[config.mk]
export PLATFORM = sky130hd
export DESIGN_NAME = serial_frame_tx
export DESIGN_NICKNAME = d
export VERILOG_FILES = /design/src/rtl/serial_frame_tx.sv
export SDC_FILE = /design/constraint.sdc
export NUM_CORES = 1
export LEC_CHECK = 0
export BUFFER_PORTS_ARGS = -buffer_cell sky130_fd_sc_hd__buf_2
export CORE_MARGIN = 2
export CORE_UTILIZATION = 57
export DETAILED_ROUTE_END_ITERATION = 10
export PLACE_DENSITY = 0.82
export SLEW_MARGIN = 20
export SYNTH_ARGS = -nofsm -noshare
export SYNTH_HDL_FRONTEND = slang
export SYNTH_SLANG_ARGS = --single-unit
[constraint.sdc]
create_clock -name clk -period 2.3 [get_ports clk]
set_clock_uncertainty 0.1 [all_clocks]
set_input_delay 0.46 -clock clk [delete_from_list [all_inputs] [get_ports clk]]
set_output_delay 0.46 -clock clk [all_outputs]
set_load 0.02 [all_outputs]
[src/rtl/serial_frame_tx.sv]
// rtl/serial_frame_tx.sv - serial frame transmitter (sync, payload, parity, gap)
//
// Accepts one DATA_W word per valid/ready handshake and shifts it out on dout
// as: SYNC_PATTERN (MSB first), payload (MSB first), optional even parity,
// then GAP_BITS idle periods. Each bit is held for CLKS_PER_BIT cycles.
//
// Ports:
//   clk        - system clock, rising edge
//   rst_n      - synchronous active-low reset
//   in_data    - payload word, held by upstream until accepted
//   in_valid   - in_data is valid
//   in_ready   - word can be accepted this cycle (registered)
//   dout       - serial output bit (registered)
//   busy       - frame in progress (registered)
//   frame_done - one-cycle pulse in the first idle cycle after a frame
module serial_frame_tx #(
  parameter int                DATA_W       = 8,
  parameter int                SYNC_W       = 4,
  parameter logic [SYNC_W-1:0] SYNC_PATTERN = 4'b0110,
  parameter int                PARITY_EN    = 1,
  parameter int                GAP_BITS     = 2,
  parameter int                CLKS_PER_BIT = 1,
  parameter logic              IDLE_LEVEL   = 1'b1
) (
  input  logic              clk,
  input  logic              rst_n,
  input  logic [DATA_W-1:0] in_data,
  input  logic              in_valid,
  output logic              in_ready,
  output logic              dout,
  output logic              busy,
  output logic              frame_done
);

  localparam int MAX_SD = (SYNC_W > DATA_W) ? SYNC_W : DATA_W;
  localparam int MAX_W  = (MAX_SD > GAP_BITS) ? MAX_SD : GAP_BITS;
  localparam int IDX_W  = $clog2(MAX_W + 1);
  localparam int CNT_W  = $clog2(CLKS_PER_BIT + 1);

  localparam logic [IDX_W-1:0] SYNC_LAST = IDX_W'(SYNC_W - 1);
  localparam logic [IDX_W-1:0] DATA_LAST = IDX_W'(DATA_W - 1);
  // Only meaningful when GAP_BITS > 0; the GAP state is never entered otherwise.
  localparam logic [IDX_W-1:0] GAP_LAST  = IDX_W'((GAP_BITS > 0) ? GAP_BITS - 1 : 0);
  localparam logic [CNT_W-1:0] CNT_LAST  = CNT_W'(CLKS_PER_BIT - 1);

  typedef enum logic [2:0] {
    S_IDLE,
    S_SYNC,
    S_DATA,
    S_PARITY,
    S_GAP
  } state_t;

  state_t            state;
  logic [IDX_W-1:0]  bit_idx;
  logic [CNT_W-1:0]  clk_cnt;
  logic [SYNC_W-1:0] sync_sr;
  logic [DATA_W-1:0] data_sr;
  logic              parity;

  // dout always holds the bit currently on the line; the shift registers hold
  // the bits still to come, so each bit boundary loads the next MSB.
  always_ff @(posedge clk) begin
    if (!rst_n) begin
      state      <= S_IDLE;
      bit_idx    <= '0;
      clk_cnt    <= '0;
      sync_sr    <= '0;
      data_sr    <= '0;
      parity     <= 1'b0;
      dout       <= IDLE_LEVEL;
      in_ready   <= 1'b0;
      busy       <= 1'b0;
      frame_done <= 1'b0;
    end else begin
      frame_done <= 1'b0;
      if (state == S_IDLE) begin
        dout     <= IDLE_LEVEL;
        busy     <= 1'b0;
        in_ready <= 1'b1;
        bit_idx  <= '0;
        clk_cnt  <= '0;
        if (in_valid && in_ready) begin
          data_sr  <= in_data;
          parity   <= ^in_data;
          sync_sr  <= SYNC_PATTERN << 1;
          dout     <= SYNC_PATTERN[SYNC_W-1];
          state    <= S_SYNC;
          in_ready <= 1'b0;
          busy     <= 1'b1;
        end
      end else if (clk_cnt != CNT_LAST) begin
        clk_cnt <= clk_cnt + CNT_W'(1);
      end else begin
        clk_cnt <= '0;
        case (state)
          S_SYNC: begin
            if (bit_idx == SYNC_LAST) begin
              state   <= S_DATA;
              bit_idx <= '0;
              dout    <= data_sr[DATA_W-1];
              data_sr <= data_sr << 1;
            end else begin
              bit_idx <= bit_idx + IDX_W'(1);
              dout    <= sync_sr[SYNC_W-1];
              sync_sr <= sync_sr << 1;
            end
          end
          S_DATA: begin
            if (bit_idx != DATA_LAST) begin
              bit_idx <= bit_idx + IDX_W'(1);
              dout    <= data_sr[DATA_W-1];
              data_sr <= data_sr << 1;
            end else if (PARITY_EN != 0) begin
              state <= S_PARITY;
              dout  <= parity;
            end else if (GAP_BITS > 0) begin
              state   <= S_GAP;
              bit_idx <= '0;
              dout    <= IDLE_LEVEL;
            end else begin
              state      <= S_IDLE;
              dout       <= IDLE_LEVEL;
              busy       <= 1'b0;
              in_ready   <= 1'b1;
              frame_done <= 1'b1;
            end
          end
          S_PARITY: begin
            if (GAP_BITS > 0) begin
              state   <= S_GAP;
              bit_idx <= '0;
              dout    <= IDLE_LEVEL;
            end else begin
              state      <= S_IDLE;
              dout       <= IDLE_LEVEL;
              busy       <= 1'b0;
              in_ready   <= 1'b1;
              frame_done <= 1'b1;
            end
          end
          S_GAP: begin
            if (bit_idx != GAP_LAST) begin
              bit_idx <= bit_idx + IDX_W'(1);
            end else begin
              state      <= S_IDLE;
              dout       <= IDLE_LEVEL;
              busy       <= 1'b0;
              in_ready   <= 1'b1;
              frame_done <= 1'b1;
            end
          end
          default: begin
            state <= S_IDLE;
          end
        endcase
      end
    end
  end

endmodule
# ---- Word-level counts from Yosys, hierarchy flattened
# Cells that the tools add are included.
dict set report totals {
  register_bits 25
  input_bits 11
  output_inout_bits 4
  wordCells 88
}
dict set report classes {
  add_sub_neg 2
  n_eq_ne 17
  mux 38
  n_bitwise 3
  reduce_logical 18
}
# op n
set op_table {}
lappend op_table {{$mux 8} 5}
lappend op_table {{$mux 4} 8}
lappend op_table {{$mux 3} 6}
lappend op_table {{$pmux 4 s4} 1}
lappend op_table {{$pmux 8 s2} 1}
lappend op_table {{$mux 1} 15}
lappend op_table {{$ne 3x3->1 const B} 4}
lappend op_table {{$pmux 3 s4} 1}
lappend op_table {{$reduce_and 5->1} 2}
lappend op_table {{$ne 2x2->1 const B} 4}
lappend op_table {{$reduce_and 4->1} 2}
lappend op_table {{$reduce_xor 8->1} 1}
lappend op_table {{$eq 3x2->1 const B} 2}
lappend op_table {{$reduce_and 3->1} 2}
lappend op_table {{$reduce_bool 5->1} 1}
lappend op_table {{$add 4x1->4 const B} 1}
lappend op_table {{$eq 4x2->1 const B} 1}
lappend op_table {{$ne 2x1->1 const B} 2}
lappend op_table {{$ne 4x1->1 const B} 1}
lappend op_table {{$ne 4x3->1 const B} 1}
lappend op_table {{$pmux 1 s4} 1}
lappend op_table {{$reduce_bool 2->1} 2}
lappend op_table {{$reduce_bool 4->1} 1}
lappend op_table {{$reduce_or 4->1} 1}
lappend op_table {{10 further kinds} 12}

# ---- Logic depth before layout (Yosys ltp)
dict set report logic_depth {
  depth_word 5
  depth_mapped 6
  mapped_depth_nobuf 6
}

# ---- Least setup slack after synthesis
# OpenSTA, ideal clock, no wires.
dict set report synth_path {
  kind {flip-flop to flip-flop}
  start {register bit_idx[0]}
  end {register data_sr[0]}
  setup_ns 0.072
  arrival_ns 1.681
  required_time_ns 2.128
  slack_ns 0.448
  path_stages_with_launch 7
  path_buffers 1
  synth_period_minus_slack_ns 1.852
  path_cell_list {dfxtp_1 > ha_1 > or3b_1 > a21oi_2 > and3_1 > buf_4 > mux2i_1}
}
dict set report synth_between {
  elab_chain_cells 3
  word_cells_on_any_way 5
  classes_between {eq/ne: 4; reduce/logical: 1}
}
# element line_no
set synth_rtl {}
lappend synth_rtl {{start, declared} 55} ;# logic [IDX_W-1:0] bit_idx;
lappend synth_rtl {{start signal, assigned} 104} ;# bit_idx <= bit_idx + IDX_W'(1);
lappend synth_rtl {{start signal, assigned} 111} ;# bit_idx <= bit_idx + IDX_W'(1);
lappend synth_rtl {{start signal, assigned} 144} ;# bit_idx <= bit_idx + IDX_W'(1);
lappend synth_rtl {{$ne 4x3->1 / $eq 4x2->1 (equally long branches)} {110, 98}}
lappend synth_rtl {{$ne 3x3->1 (no source line)} --}
lappend synth_rtl {{$reduce_and 5->1 (no source line) (*)} --}
lappend synth_rtl {{end signal, assigned} 84} ;# data_sr <= in_data;
lappend synth_rtl {{end signal, assigned} 102} ;# data_sr <= data_sr << 1;
lappend synth_rtl {{end signal, assigned} 113} ;# data_sr <= data_sr << 1;
lappend synth_rtl {{end, declared} 58} ;# logic [DATA_W-1:0] data_sr;
# Mark *: on every way between the ends. The rest lies on a longest branch, timed or not.
# A chain may end at the register's enable or synchronous reset.

# ---- Final worst setup path
# Ends and elaborated chain as after synthesis.

==> results.json <==
{
  "critical_path_arrival_ns": 2.17,
  "wl_met3_um": 83,
  "hold_viol_final": 0,
  "combPwrFrac": 0.307,
  "dp_hpwl_um": 1990,
  "drive_above_1_share": 0.174,
  "grtUsageTotal": 0.229,
  "wl_per_cell_um": 14.4,
  "syn_area_um2": 1320,
  "synth_area_leaders": "dfxtp_1, mux2i_1, o211a_1",
  "synth_cell_types": 47,
  "synth_cells": 147,
  "h-tree-depth": 1,
  "cpPeakStageDelay_ns": 0.42,
  "powerDensity_nw_per_um2": 693,
  "grt_max_degree": 21,
  "synth_edf_count": 0,
  "wl_met2_um": 1300,
  "crit_family": "simple AND/OR/NAND/NOR gates",
  "fin_nets": 175,
  "p_sw_w": 0.000342,
  "slowest_stage": "dfxtp_1",
  "setup_ws_ns": 0.310,
  "drt-total-wl_um": 2720,
  "p_sw_frac": 0.341,
  "slew_headroom": 0.637,
  "die_w_um": 52.1,
  "final.period_utilization": 0.865,
  "ys_seq_area_frac": 0.350,
  "ys.flop_type": "dfxtp_1",
  "async_flop_share": 0,
  "required_ns": 2.48,
  "critical_path.endpoint_type": "flop",
  "root_buffer": "clkbuf_4",
  "clock_latency_ns": 0.34,
  "worstPathCellList": "ha_1 -> or3b_1 -> a21oi_2 -> and3_1 -> mux2i_1",
  "worst_ir_drop_vdd_v": 0.000432,
  "cts_hold_buf": 0,
  "synth_nets": 160,
  "crit_buf_inv": 0,
  "post_cts_buffers": 0,
  "start_util": 0.601,
  "clk_pin_slew_ns": 0.14,
  "rows": 17,
  "syn_avg_cell_area_um2": 8.95,
  "ys_top_cells_by_count": "dfxtp_1, mux2i_1, nand2_1",
  "dieArea_um2": 2710,
  "post-place-ws_ns": 0.341,
  "rsz0062_at_grt": "no",
  "area_delta_synth_final_pct": 9.89,
  "grt_pass1_vias": 996,
  "n_antenna_cell": 0,
  "numClockSinks": 23,
  "drt_iter0_markers": 30,
  "setup_viol": 0,
  "clkPwrFrac": 0.202,
  "worst_pin_slew_ns": 0.543,
  "setup_tns_ns": 0,
  "design_area_um2": 1450,
  "cts_tree": "yes",
  "max_freq_mhz": 503,
  "yosysWarnings": 0,
  "drt-pass1-iter-count": 4,
  "viasPerCell": 6.13,
  "wl_met1_um": 1280,
  "max-cap-violations": 0,
  "gp_congestion": 0.859,
  "grt_pass1_wl_um": 4540,
  "p_seq_frac": 0.491,
  "maxSlewViolCount": 0,
  "antenna_found_initial": 0,
  "hold_path_class": "input pin to flop",
  "numCtsBuffers": 3,
  "internal_power_w": 0.000661,
  "io_pins": 15,
  "synth_top_area_share": 0.350,
  "synth_area_leader_cell": "dfxtp_1",
  "synth_seq_cells": 23,
  "vias": 1158,
  "routed.top_layer": "met4",
  "numPortBuffers": 14,
  "postRouteAntennaNets": 0,
  "yosysMostFrequentCell": "dfxtp_1",
  "crit_type": "flop to flop",
  "drc": 0,
  "worstPathMaxFanout": 8,
  "clock_path_buffers": 2,
  "grt_overflow": 0,
  "postCtsResizedCells": 0,
  "status": "completed",
  "period_needed_ns": 1.99,
  "core_um2": 2190,
  "die_h_um": 52.1,
  "p_leak_nw": 0.663,
  "place_area_um2": 1420,
  "worstSetupStartpointType": "flop"
}
==> power by group through the flow <==
stage                     registers (W)  clock network (W)  logic [W]
after floorplan                0.000492                  0   0.000236
after global placement         0.000497                  0   0.000294
after detailed placement       0.000500                  0   0.000306
after CTS                      0.000491           0.000207   0.000307
after global routing           0.000498           0.000222   0.000339
final                          0.000492           0.000203   0.000308
==> tightest hold or removal path, stage by stage <==
cell	delay (ns)
buf_2	0.11
nand3_1	0.06
mux2i_1	0.06
==> registers in the layout (all words and copies together), names as in the netlist, 2 cells and up <==
signal / flops
bit_idx: 4
data_sr: 8
state: 3
sync_sr: 2
==> cell type report <==
| cell class | instances | area (µm²) |
|---|---|---|
| multi-input combinational | 112 | 805 |
| fill | 191 | 744 |
| sequential | 23 | 460 |
| timing repair buffer | 19 | 108 |
| tap | 28 | 35.0 |
| clock buffer | 3 | 22.5 |
| inverter | 3 | 11.3 |
| clock inverter | 1 | 5.00 |
==> per-layer routing <==
layer	GRT usage	up-vias
met5	0	-
met4	0.118	0
met3	0.0345	5
met2	0.348	26
met1	0.311	550
li1	-	577
==> logic make-up after synthesis <==
| logic type | after synthesis | share of synthesized area |
|---|---|---|
| flops | 23 | 0.350 |
| fa+ha+maj | 2 | 0.0190 |
| buf+inv | 12 | 0.0390 |
| mux | 11 | 0.0865 |
| compound gates | 38 | 0.211 |
| xor+xnor | 7 | 0.0466 |
| simple gates | 53 | 0.245 |
| other cells | 1 | 0.00285 |
==> metrics by stage <==
stage	instances	total power (W)	utilization	hold slack, ns
finish	189	0.00100	0.660	0.289
global route	189	0.00106	0.660	0.307
CTS	189	0.00100	0.660	0.292
detailed placement	185	0.000806	0.648	0.359
global placement	185	0.000791	0.648	0.343
floorplan	147	0.000728	-	0.334
==> placed cells by master, fill, tap and decap left out, types with 2 or more instances in the layout <==
master / instances
a21boi_1: 3
a21oi_1: 6
a31oi_1: 2
and2_1: 3
buf_2: 14
buf_4: 5
clkbuf_4: 3
dfxtp_1: 23
ha_1: 2
inv_1: 3
mux2i_1: 10
nand2_1: 9
nand3_1: 3
nand4_1: 8
nor2_1: 7
nor3b_1: 3
o211a_1: 8
o21ai_0: 4
o21ai_1: 5
or3_1: 5
or3b_1: 2
xnor2_1: 7
==> final timing paths <==
check	startpoint	to	slack [ns]	cells past startpoint
setup / recovery	bit_idx[0]	data_sr[0]	0.31	5
hold / removal	in_data[0]	data_sr[0]	0.29	3
setup reg to reg	bit_idx[0]	data_sr[0]	0.31	5
hold reg to reg	data_sr[0]	data_sr[0]	0.37	2
Note: power is estimated with default switching activity, not from simulation.
